$ cat config.mk
export PLATFORM = sky130hd
export DESIGN_NAME = sha2_engine
export DESIGN_NICKNAME = d
export VERILOG_FILES = /design/src/rtl/sha2_pkg.sv /design/src/rtl/sha2_round.sv /design/src/rtl/sha2_engine.sv
export SDC_FILE = /design/constraint.sdc
export NUM_CORES = 2
export LEC_CHECK = 0
export BUFFER_PORTS_ARGS = -buffer_cell sky130_fd_sc_hd__clkbuf_2
export CAP_MARGIN = 20
export CORE_ASPECT_RATIO = 0.7
export CORE_MARGIN = 4
export CORE_UTILIZATION = 64
export CTS_CLUSTER_DIAMETER = 150
export CTS_CLUSTER_SIZE = 20
export DETAILED_ROUTE_END_ITERATION = 8
export GPL_TIMING_DRIVEN = 0
export PLACE_DENSITY = 0.89
export SYNTH_ARGS = -nofsm -noshare
export SYNTH_HDL_FRONTEND = slang
export SYNTH_SLANG_ARGS = --single-unit
$ cat constraint.sdc
create_clock -name clk -period 59.4 [get_ports clk]
set_input_delay 17.82 -clock clk [delete_from_list [all_inputs] [get_ports clk]]
set_output_delay 17.82 -clock clk [all_outputs]
set_load 0.01 [all_outputs]
$ cat src/rtl/sha2_pkg.sv
// Shared SHA-2 definitions: round constants, initial hash values, FSM state type
// and the bitwise helper functions used by the round logic and message schedule.
package sha2_pkg;

  typedef enum logic [2:0] {IDLE, READ, COMPUTE, UPDATE, WRITE, DONE} state_t;

  localparam logic [31:0] K [0:63] = '{
    32'h428a2f98, 32'h71374491, 32'hb5c0fbcf, 32'he9b5dba5, 32'h3956c25b, 32'h59f111f1, 32'h923f82a4, 32'hab1c5ed5,
    32'hd807aa98, 32'h12835b01, 32'h243185be, 32'h550c7dc3, 32'h72be5d74, 32'h80deb1fe, 32'h9bdc06a7, 32'hc19bf174,
    32'he49b69c1, 32'hefbe4786, 32'h0fc19dc6, 32'h240ca1cc, 32'h2de92c6f, 32'h4a7484aa, 32'h5cb0a9dc, 32'h76f988da,
    32'h983e5152, 32'ha831c66d, 32'hb00327c8, 32'hbf597fc7, 32'hc6e00bf3, 32'hd5a79147, 32'h06ca6351, 32'h14292967,
    32'h27b70a85, 32'h2e1b2138, 32'h4d2c6dfc, 32'h53380d13, 32'h650a7354, 32'h766a0abb, 32'h81c2c92e, 32'h92722c85,
    32'ha2bfe8a1, 32'ha81a664b, 32'hc24b8b70, 32'hc76c51a3, 32'hd192e819, 32'hd6990624, 32'hf40e3585, 32'h106aa070,
    32'h19a4c116, 32'h1e376c08, 32'h2748774c, 32'h34b0bcb5, 32'h391c0cb3, 32'h4ed8aa4a, 32'h5b9cca4f, 32'h682e6ff3,
    32'h748f82ee, 32'h78a5636f, 32'h84c87814, 32'h8cc70208, 32'h90befffa, 32'ha4506ceb, 32'hbef9a3f7, 32'hc67178f2
  };

  localparam logic [31:0] IV256 [0:7] = '{
    32'h6a09e667, 32'hbb67ae85, 32'h3c6ef372, 32'ha54ff53a,
    32'h510e527f, 32'h9b05688c, 32'h1f83d9ab, 32'h5be0cd19
  };

  localparam logic [31:0] IV224 [0:7] = '{
    32'hc1059ed8, 32'h367cd507, 32'h3070dd17, 32'hf70e5939,
    32'hffc00b31, 32'h68581511, 32'h64f98fa7, 32'hbefa4fa4
  };

  function automatic logic [31:0] rotr(input logic [31:0] x, input int unsigned n);
    return (x >> n) | (x << (32 - n));
  endfunction

  function automatic logic [31:0] s0(input logic [31:0] x);
    return rotr(x, 7) ^ rotr(x, 18) ^ (x >> 3);
  endfunction

  function automatic logic [31:0] s1(input logic [31:0] x);
    return rotr(x, 17) ^ rotr(x, 19) ^ (x >> 10);
  endfunction

  function automatic logic [31:0] S0(input logic [31:0] x);
    return rotr(x, 2) ^ rotr(x, 13) ^ rotr(x, 22);
  endfunction

  function automatic logic [31:0] S1(input logic [31:0] x);
    return rotr(x, 6) ^ rotr(x, 11) ^ rotr(x, 25);
  endfunction

  function automatic logic [31:0] ch(input logic [31:0] x, input logic [31:0] y, input logic [31:0] z);
    return (x & y) ^ (~x & z);
  endfunction

  function automatic logic [31:0] maj(input logic [31:0] x, input logic [31:0] y, input logic [31:0] z);
    return (x & y) ^ (x & z) ^ (y & z);
  endfunction

endpackage

$ cat src/rtl/sha2_round.sv
// One combinational SHA-2 compression round: working variables a..h plus the
// scheduled word and round constant produce the next working variables.
module sha2_round
  import sha2_pkg::*;
(
  input  logic [31:0] a,
  input  logic [31:0] b,
  input  logic [31:0] c,
  input  logic [31:0] d,
  input  logic [31:0] e,
  input  logic [31:0] f,
  input  logic [31:0] g,
  input  logic [31:0] h,
  input  logic [31:0] w,
  input  logic [31:0] k,
  output logic [31:0] a_next,
  output logic [31:0] b_next,
  output logic [31:0] c_next,
  output logic [31:0] d_next,
  output logic [31:0] e_next,
  output logic [31:0] f_next,
  output logic [31:0] g_next,
  output logic [31:0] h_next
);

  logic [31:0] t1;
  logic [31:0] t2;

  assign t1 = h + S1(e) + ch(e, f, g) + k + w;
  assign t2 = S0(a) + maj(a, b, c);

  assign a_next = t1 + t2;
  assign b_next = a;
  assign c_next = b;
  assign d_next = c;
  assign e_next = d + t1;
  assign f_next = e;
  assign g_next = f;
  assign h_next = g;

endmodule

$ cat src/rtl/sha2_engine.sv
// SHA-256 hashing coprocessor with hardware padding and memory-mapped digest write-back.
// Define SHA2_SHA224_EN to honour the mode input (SHA-224 IV and 7-word digest).
module sha2_engine
  import sha2_pkg::*;
#(
  parameter int ADDR_W = 16,
  parameter int MSG_W  = 32
)
(
  input  logic              clk,
  input  logic              reset,
  input  logic              start,
  input  logic              mode,
  input  logic [MSG_W-1:0]  message_addr,
  input  logic [31:0]       size,
  input  logic [MSG_W-1:0]  output_addr,
  output logic              done,
  output logic              busy,
  output logic              mem_clk,
  output logic              mem_we,
  output logic [ADDR_W-1:0] mem_addr,
  output logic [31:0]       mem_write_data,
  input  logic [31:0]       mem_read_data
);

  state_t            state, state_nxt;
  logic [6:0]        cnt;
  logic [ADDR_W-1:0] msg_base, out_base;
  logic [31:0]       size_r, nblk_r, blk_r;
  logic [31:0]       hv     [0:7];
  logic [31:0]       st     [0:7];
  logic [31:0]       st_nxt [0:7];
  logic [31:0]       wv     [0:15];
  logic [31:0]       w_new, w_pad, k_t;
  logic [3:0]        nw;
  logic              mode_in, last_blk, more_blk;
  logic              unused_bits;

  assign unused_bits = ^{message_addr, output_addr, mode};
  assign mem_clk     = clk;

`ifdef SHA2_SHA224_EN
  logic mode_r;
  always_ff @(posedge clk or posedge reset) begin
    if (reset)
      mode_r <= 1'b0;
    else if (state == IDLE && start)
      mode_r <= mode;
  end
  assign mode_in = mode;
  assign nw      = mode_r ? 4'd7 : 4'd8;
`else
  assign mode_in = 1'b0;
  assign nw      = 4'd8;
`endif

  function automatic logic [31:0] iv_word(input logic sel224, input logic [2:0] i);
    return sel224 ? IV224[i] : IV256[i];
  endfunction

  // Replaces a fetched word by its padded form; byte offsets use 40 bits so 4*g never wraps.
  function automatic logic [31:0] pad_word(input logic [31:0] d, input logic [31:0] sz,
                                           input logic [31:0] blk, input logic last,
                                           input logic [3:0] j);
    logic [39:0] b, s;
    b = {2'b00, blk, 6'b000000} + {34'd0, j, 2'b00};
    s = {8'd0, sz};
    pad_word = 32'h0;
    if (b + 40'd4 <= s)
      pad_word = d;
    else if (b < s) begin
      case (s[1:0])
        2'd1:    pad_word = {d[31:24], 8'h80, 16'h0000};
        2'd2:    pad_word = {d[31:16], 8'h80, 8'h00};
        default: pad_word = {d[31:8], 8'h80};
      endcase
    end else if (b == s)
      pad_word = 32'h8000_0000;
    if (last && j == 4'd14)
      pad_word = {29'd0, sz[31:29]};
    if (last && j == 4'd15)
      pad_word = {sz[28:0], 3'b000};
  endfunction

  assign last_blk = (blk_r == nblk_r - 32'd1);
  assign more_blk = (blk_r < nblk_r - 32'd1);
  assign w_pad    = pad_word(mem_read_data, size_r, blk_r, last_blk, 4'(cnt - 7'd1));
  assign w_new    = s1(wv[14]) + wv[9] + s0(wv[1]) + wv[0];
  assign k_t      = K[cnt[5:0]];

  sha2_round u_round (
    .a(st[0]), .b(st[1]), .c(st[2]), .d(st[3]),
    .e(st[4]), .f(st[5]), .g(st[6]), .h(st[7]),
    .w(wv[0]), .k(k_t),
    .a_next(st_nxt[0]), .b_next(st_nxt[1]), .c_next(st_nxt[2]), .d_next(st_nxt[3]),
    .e_next(st_nxt[4]), .f_next(st_nxt[5]), .g_next(st_nxt[6]), .h_next(st_nxt[7])
  );

  always_ff @(posedge clk or posedge reset) begin
    if (reset) begin
      state <= IDLE;
      cnt   <= '0;
    end else begin
      state <= state_nxt;
      cnt   <= (state_nxt != state) ? 7'd0 : cnt + 7'd1;
    end
  end

  always_comb begin
    state_nxt = state;
    case (state)
      IDLE:    if (start) state_nxt = READ;
      READ:    if (cnt == 7'd16) state_nxt = COMPUTE;
      COMPUTE: if (cnt == 7'd63) state_nxt = UPDATE;
      UPDATE:  state_nxt = more_blk ? READ : WRITE;
      WRITE:   if (cnt == {3'b000, nw} - 7'd1) state_nxt = DONE;
      DONE:    state_nxt = IDLE;
      default: state_nxt = IDLE;
    endcase
  end

  always_comb begin
    done           = 1'b0;
    busy           = (state != IDLE);
    mem_we         = 1'b0;
    mem_addr       = '0;
    mem_write_data = 32'h0;
    case (state)
      READ: if (cnt < 7'd16) mem_addr = msg_base + ADDR_W'(blk_r << 4) + ADDR_W'(cnt);
      WRITE: begin
        mem_we         = 1'b1;
        mem_addr       = out_base + ADDR_W'(cnt);
        mem_write_data = hv[cnt[2:0]];
      end
      DONE:    done = 1'b1;
      default: ;
    endcase
  end

  // Datapath: READ cycle 0 seeds a..h from H, cycles 1..16 shift in the padded words.
  always_ff @(posedge clk or posedge reset) begin
    if (reset) begin
      msg_base <= '0;
      out_base <= '0;
      size_r   <= '0;
      nblk_r   <= '0;
      blk_r    <= '0;
      for (int i = 0; i < 8; i++) begin
        hv[i] <= '0;
        st[i] <= '0;
      end
      for (int i = 0; i < 16; i++) wv[i] <= '0;
    end else begin
      case (state)
        IDLE: if (start) begin
          msg_base <= message_addr[ADDR_W-1:0];
          out_base <= output_addr[ADDR_W-1:0];
          size_r   <= size;
          nblk_r   <= ((size + 32'd8) >> 6) + 32'd1;
          blk_r    <= '0;
          for (int i = 0; i < 8; i++) hv[i] <= iv_word(mode_in, 3'(i));
        end
        READ: begin
          if (cnt == 7'd0) begin
            for (int i = 0; i < 8; i++) st[i] <= hv[i];
          end else begin
            for (int i = 0; i < 15; i++) wv[i] <= wv[i+1];
            wv[15] <= w_pad;
          end
        end
        COMPUTE: begin
          for (int i = 0; i < 8; i++) st[i] <= st_nxt[i];
          for (int i = 0; i < 15; i++) wv[i] <= wv[i+1];
          wv[15] <= w_new;
        end
        UPDATE: begin
          for (int i = 0; i < 8; i++) hv[i] <= hv[i] + st[i];
          if (more_blk) blk_r <= blk_r + 32'd1;
        end
        default: ;
      endcase
    end
  end

endmodule

# Word-level counts from Yosys, hierarchy flattened
# Memories as Yosys holds them, arrays and structs flattened.
# Index checks and enable logic that the tools add are counted.
[totals]
ff_bits = 1162
wordCells = 167
inputBits = 132
mem_bits_ro = 2048
memories = 1
[op_classes]
magnitude_cmp = 6
n_bitwise = 29
addsub = 29
mux = 32
n_eq_ne = 19
n_reduce_logical = 12
[mem_list]
columns = ["memory", "depth", "width", "read_ports", "rd_clocked_by_memory_dff", "write_ports", "line_no", "text"]
rows = [
  ["(name not given)", 64, 32, 1, 0, 0, "sha2_engine.sv:89", "assign k_t = K[cnt[5:0]];"],
]
[op_table]
columns = ["op", "n"]
rows = [
  ["256-bit one-hot mux with 2 select lines", 2],
  ["512-bit one-hot mux with 2 select lines", 1],
  ["32-bit adder", 18],
  ["256-bit two-way mux", 2],
  ["512-bit two-way mux", 1],
  ["32-bit two-way mux", 12],
  ["32-bit XOR", 9],
  ["32-bit bitwise AND", 5],
  ["32-bit binary-select mux with 3-bit select", 1],
  ["32-bit one-hot mux with 2 select lines", 1],
  ["24-bit one-hot mux with 2 select lines", 1],
  ["39-bit by 3-bit adder with 40-bit output, second input constant", 1],
  ["40-bit by 32-bit less-or-equal comparator with 1-bit output", 1],
  ["38-bit by 6-bit adder with 39-bit output", 1],
  ["39-bit by 32-bit == test with 1-bit output", 1],
  ["39-bit by 32-bit less-than comparator with 1-bit output", 1],
  ["16-bit by 7-bit adder with 16-bit output", 2],
  ["32-bit by 1-bit adder with 32-bit output, second input constant", 1],
  ["32-bit by 4-bit adder with 32-bit output, second input constant", 1],
  ["32-bit == test", 1],
  ["32-bit less-than comparator", 1],
  ["32-bit NOT", 1],
  ["10-bit by 32-bit bitwise OR with 32-bit output", 1],
  ["13-bit by 32-bit bitwise OR with 32-bit output", 1],
  ["44 further kinds", 60],
]

# Longest topological paths before layout
[depth]
word_depth = 10
ltp_mapped = 42
depth_no_buf = 39

# Hierarchy
# Synthesis repeated with hierarchy kept, for this count alone.
[hier_totals]
cells_unflattened = 9584
area_unflattened_um2 = 82546.7
[modules_own_cells]
columns = ["mod", "cells_per_inst", "instances", "area_each_um2"]
rows = [
  ["sha2_engine", 8204, 1, 71501.1],
  ["sha2_round", 1380, 1, 11045.6],
]

==> results.json <==
{
  "outcome": "finished, violations left",
  "violations": "design-rule violations",
  "routed_wl_mm": 337.7,
  "yosys.area_share.simple": 0.1662,
  "fillers": 9388,
  "hp-class": "flip-flop to flip-flop",
  "syn_area_sq_um": 80130,
  "seq_area_frac_synth": 0.3613,
  "cts_tree": "yes",
  "max_slew_margin": 0.07459,
  "clock_skew_ns": 0.06389,
  "final_cell_mix": "2126 x nand2_1, 1157 x dfrtp_1, 755 x o21ai_0",
  "dr.pass1.iters": 9,
  "die-area_sq_um": 131000,
  "yosysWarnings": 0,
  "synth_top_family_by_area": "simple AND/OR/NAND/NOR gates",
  "antenna_found_initial": 19,
  "rows": 108,
  "slowest_delay_ns": 0.13,
  "worst_pin_slew_ns": 1.375,
  "drive_gt1_frac": 0.04977,
  "io_buffers": 147,
  "synthArstFlopShare": 1.000,
  "synth_fa_ha_area_frac": 0.1347,
  "dp_hpwl_mm": 264.2,
  "grt-ovfl-total": 0,
  "grt_max_degree": 132,
  "grt_pass1_wl_mm": 481.6,
  "crit_top_cell": "clkbuf_16",
  "cp_slowest_cell": "clkbuf_16",
  "crit_fanout": 3,
  "cp_cell_sequence": "clkbuf_16 > clkbuf_16 > buf_4 > clkbuf_2",
  "drt_iter0_drc": 14000,
  "crit_path_start_kind": "clock port",
  "cp.arrival_ns": 30.19,
  "boundaryPins": 184,
  "routedWlPerCell_um": 30.26,
  "cts.clk_slew.worst_paths_ns": 0.11,
  "hold_buffers": 0,
  "nets": 10340,
  "synth_compound_area_frac": 0.1556,
  "synth_enable_flop_cells": 0,
  "placed_cells": 11030,
  "place_congestion": 1.114,
  "cts_resized": 0,
  "grt_usage": 0.5001,
  "post-route-drc-count": 8,
  "critPathCaptureType": "output port",
  "ys.flop_type": "dfrtp_1",
  "initial_core_util": 0.6452,
  "crit_required_ns": 41.58,
  "fp.dieH_um": 304.0,
  "dieWidth_um": 430.9,
  "syn_avg_cell_area_sq_um": 8.726,
  "slew_viol_final": 0,
  "syn_inst": 9183,
  "rsz0062_at_grt": "false",
  "postCtsSetupRepairBufs": 0,
  "final_common_cell": "nand2_1",
  "stdcell_count": 11160,
  "drt-vias-per-instance": 6.918,
  "path_class": "clock port to output port",
  "final_antenna_net_count": 0,
  "finalHoldViolations": 0,
  "synth_xor_xnor_area_share": 0.07990,
  "vias": 77200,
  "yosysUniqueCellTypes": 92,
  "maxCapViolCount": 0,
  "grt_pass1_vias": 71090,
  "clk_latency_ns": 0.89,
  "ys_ff_latch": 1157,
  "setup_viol_count_final": 0,
  "core_area_sq_um": 124200,
  "syn2layout_area_growth_pct": 7.550,
  "synth_fp_nets": 10040,
  "synth_mux_area_frac": 0.05881
}
==> cell families after synthesis <==
family | Yosys count
fa+ha+maj | 747
mux | 373
compound gates | 2075
flops | 1157
xor+xnor | 731
buf+inv | 921
simple gates | 3179
==> area by class of cell <==
cell class	instances	area [sq um]	share of cell area
antenna	26	65.06	0.0007550
buffer	528	2021	0.02345
clock buffer	71	1757	0.02038
clock inverter	8	195.2	0.002265
inverter	393	1483	0.01721
multi-input combinational	7105	47710	0.5537
sequential	1157	28950	0.3360
tap	1650	2064	0.02396
timing repair buffer	222	1924	0.02233
==> through the flow <==
stage | setup TNS, ns | instance area [sq um] | util | hold WS, ns | worst slack [ns]
final | 0 | 86180 | 0.6939 | 0.4707 | 11.39
after floorplan | 0 | 80130 | - | 0.4386 | 8.993
after global routing | 0 | 86140 | 0.6936 | 0.4919 | 11.39
after global placement | -3321.36 | 82930 | 0.6678 | 0.4509 | -3.074
after CTS | 0 | 85760 | 0.6906 | 0.4674 | 11.39
after detailed placement | 0 | 83820 | 0.6749 | 0.4555 | 11.66
==> Yosys cell counts, types with 14 or more instances <==
library cell / count / share of area
a211o_1: 23 / 0.0025
a211oi_1: 48 / 0.0045
a21o_1: 206 / 0.019
a21oi_1: 580 / 0.036
a221oi_1: 31 / 0.0034
a31oi_1: 40 / 0.0031
and2_1: 18 / 0.0014
and3_1: 33 / 0.0026
and4_1: 14 / 0.0015
buf_1: 49 / 0.0023
clkbuf_1: 474 / 0.022
dfrtp_1: 1157 / 0.36
fa_1: 200 / 0.050
ha_1: 525 / 0.082
inv_1: 392 / 0.018
maj3_1: 22 / 0.0027
mux2_2: 22 / 0.0031
mux2i_1: 275 / 0.034
mux4_2: 76 / 0.021
nand2_1: 2126 / 0.10
nand2b_1: 68 / 0.0053
nand3_1: 127 / 0.0079
nand4_1: 78 / 0.0061
nor2_1: 446 / 0.021
nor2b_1: 44 / 0.0034
nor3_1: 102 / 0.0064
nor4_1: 32 / 0.0025
o211ai_1: 38 / 0.0036
o21a_1: 45 / 0.0042
o21ai_0: 756 / 0.047
o21bai_1: 75 / 0.0070
o22a_1: 15 / 0.0016
o22ai_1: 44 / 0.0034
o31ai_1: 26 / 0.0024
or2_2: 17 / 0.0013
or3_1: 25 / 0.0020
xnor2_1: 452 / 0.049
xor2_1: 279 / 0.030
==> worst paths after layout <==
path	startpoint	end	slack, ns	depth (start not counted)
min in group asynchronous	reset	hv[127]	16.96	2
worst max register to register	cnt[1]	st[255]	45.52	36
worst min register to register	wv[9]	wv[41]	0.47	2
max in group asynchronous	reset	hv[227]	40.15	6
worst max-delay path	clk	mem_clk	11.39	4
worst min-delay path	wv[9]	wv[41]	0.47	2
==> critical path: cells and delay by family <==
family,cells,cell delay (ns)
buffers and inverters,4,0.48
==> sequential cells by signal, indices dropped and copies added (netlist names) <==
signal	cells
size_r	32
state	3
blk_r	32
msg_base	16
nblk_r	27
out_base	16
st	256
hv	256
cnt	7
wv	512
==> per-layer routing <==
layer / wire length, um / track usage / vias up
li1: - / - / 31870
met3: 69260 / 0.3145 / 1150
met2: 119600 / 0.5987 / 6851
met5: 976 / 0.04299 / -
met4: 15450 / 0.1758 / 24
met1: 132400 / 0.7125 / 37300
Power is left out: the tool's default activity adds up to more than one toggle a clock period on the data nets, which glitch-free logic cannot reach.
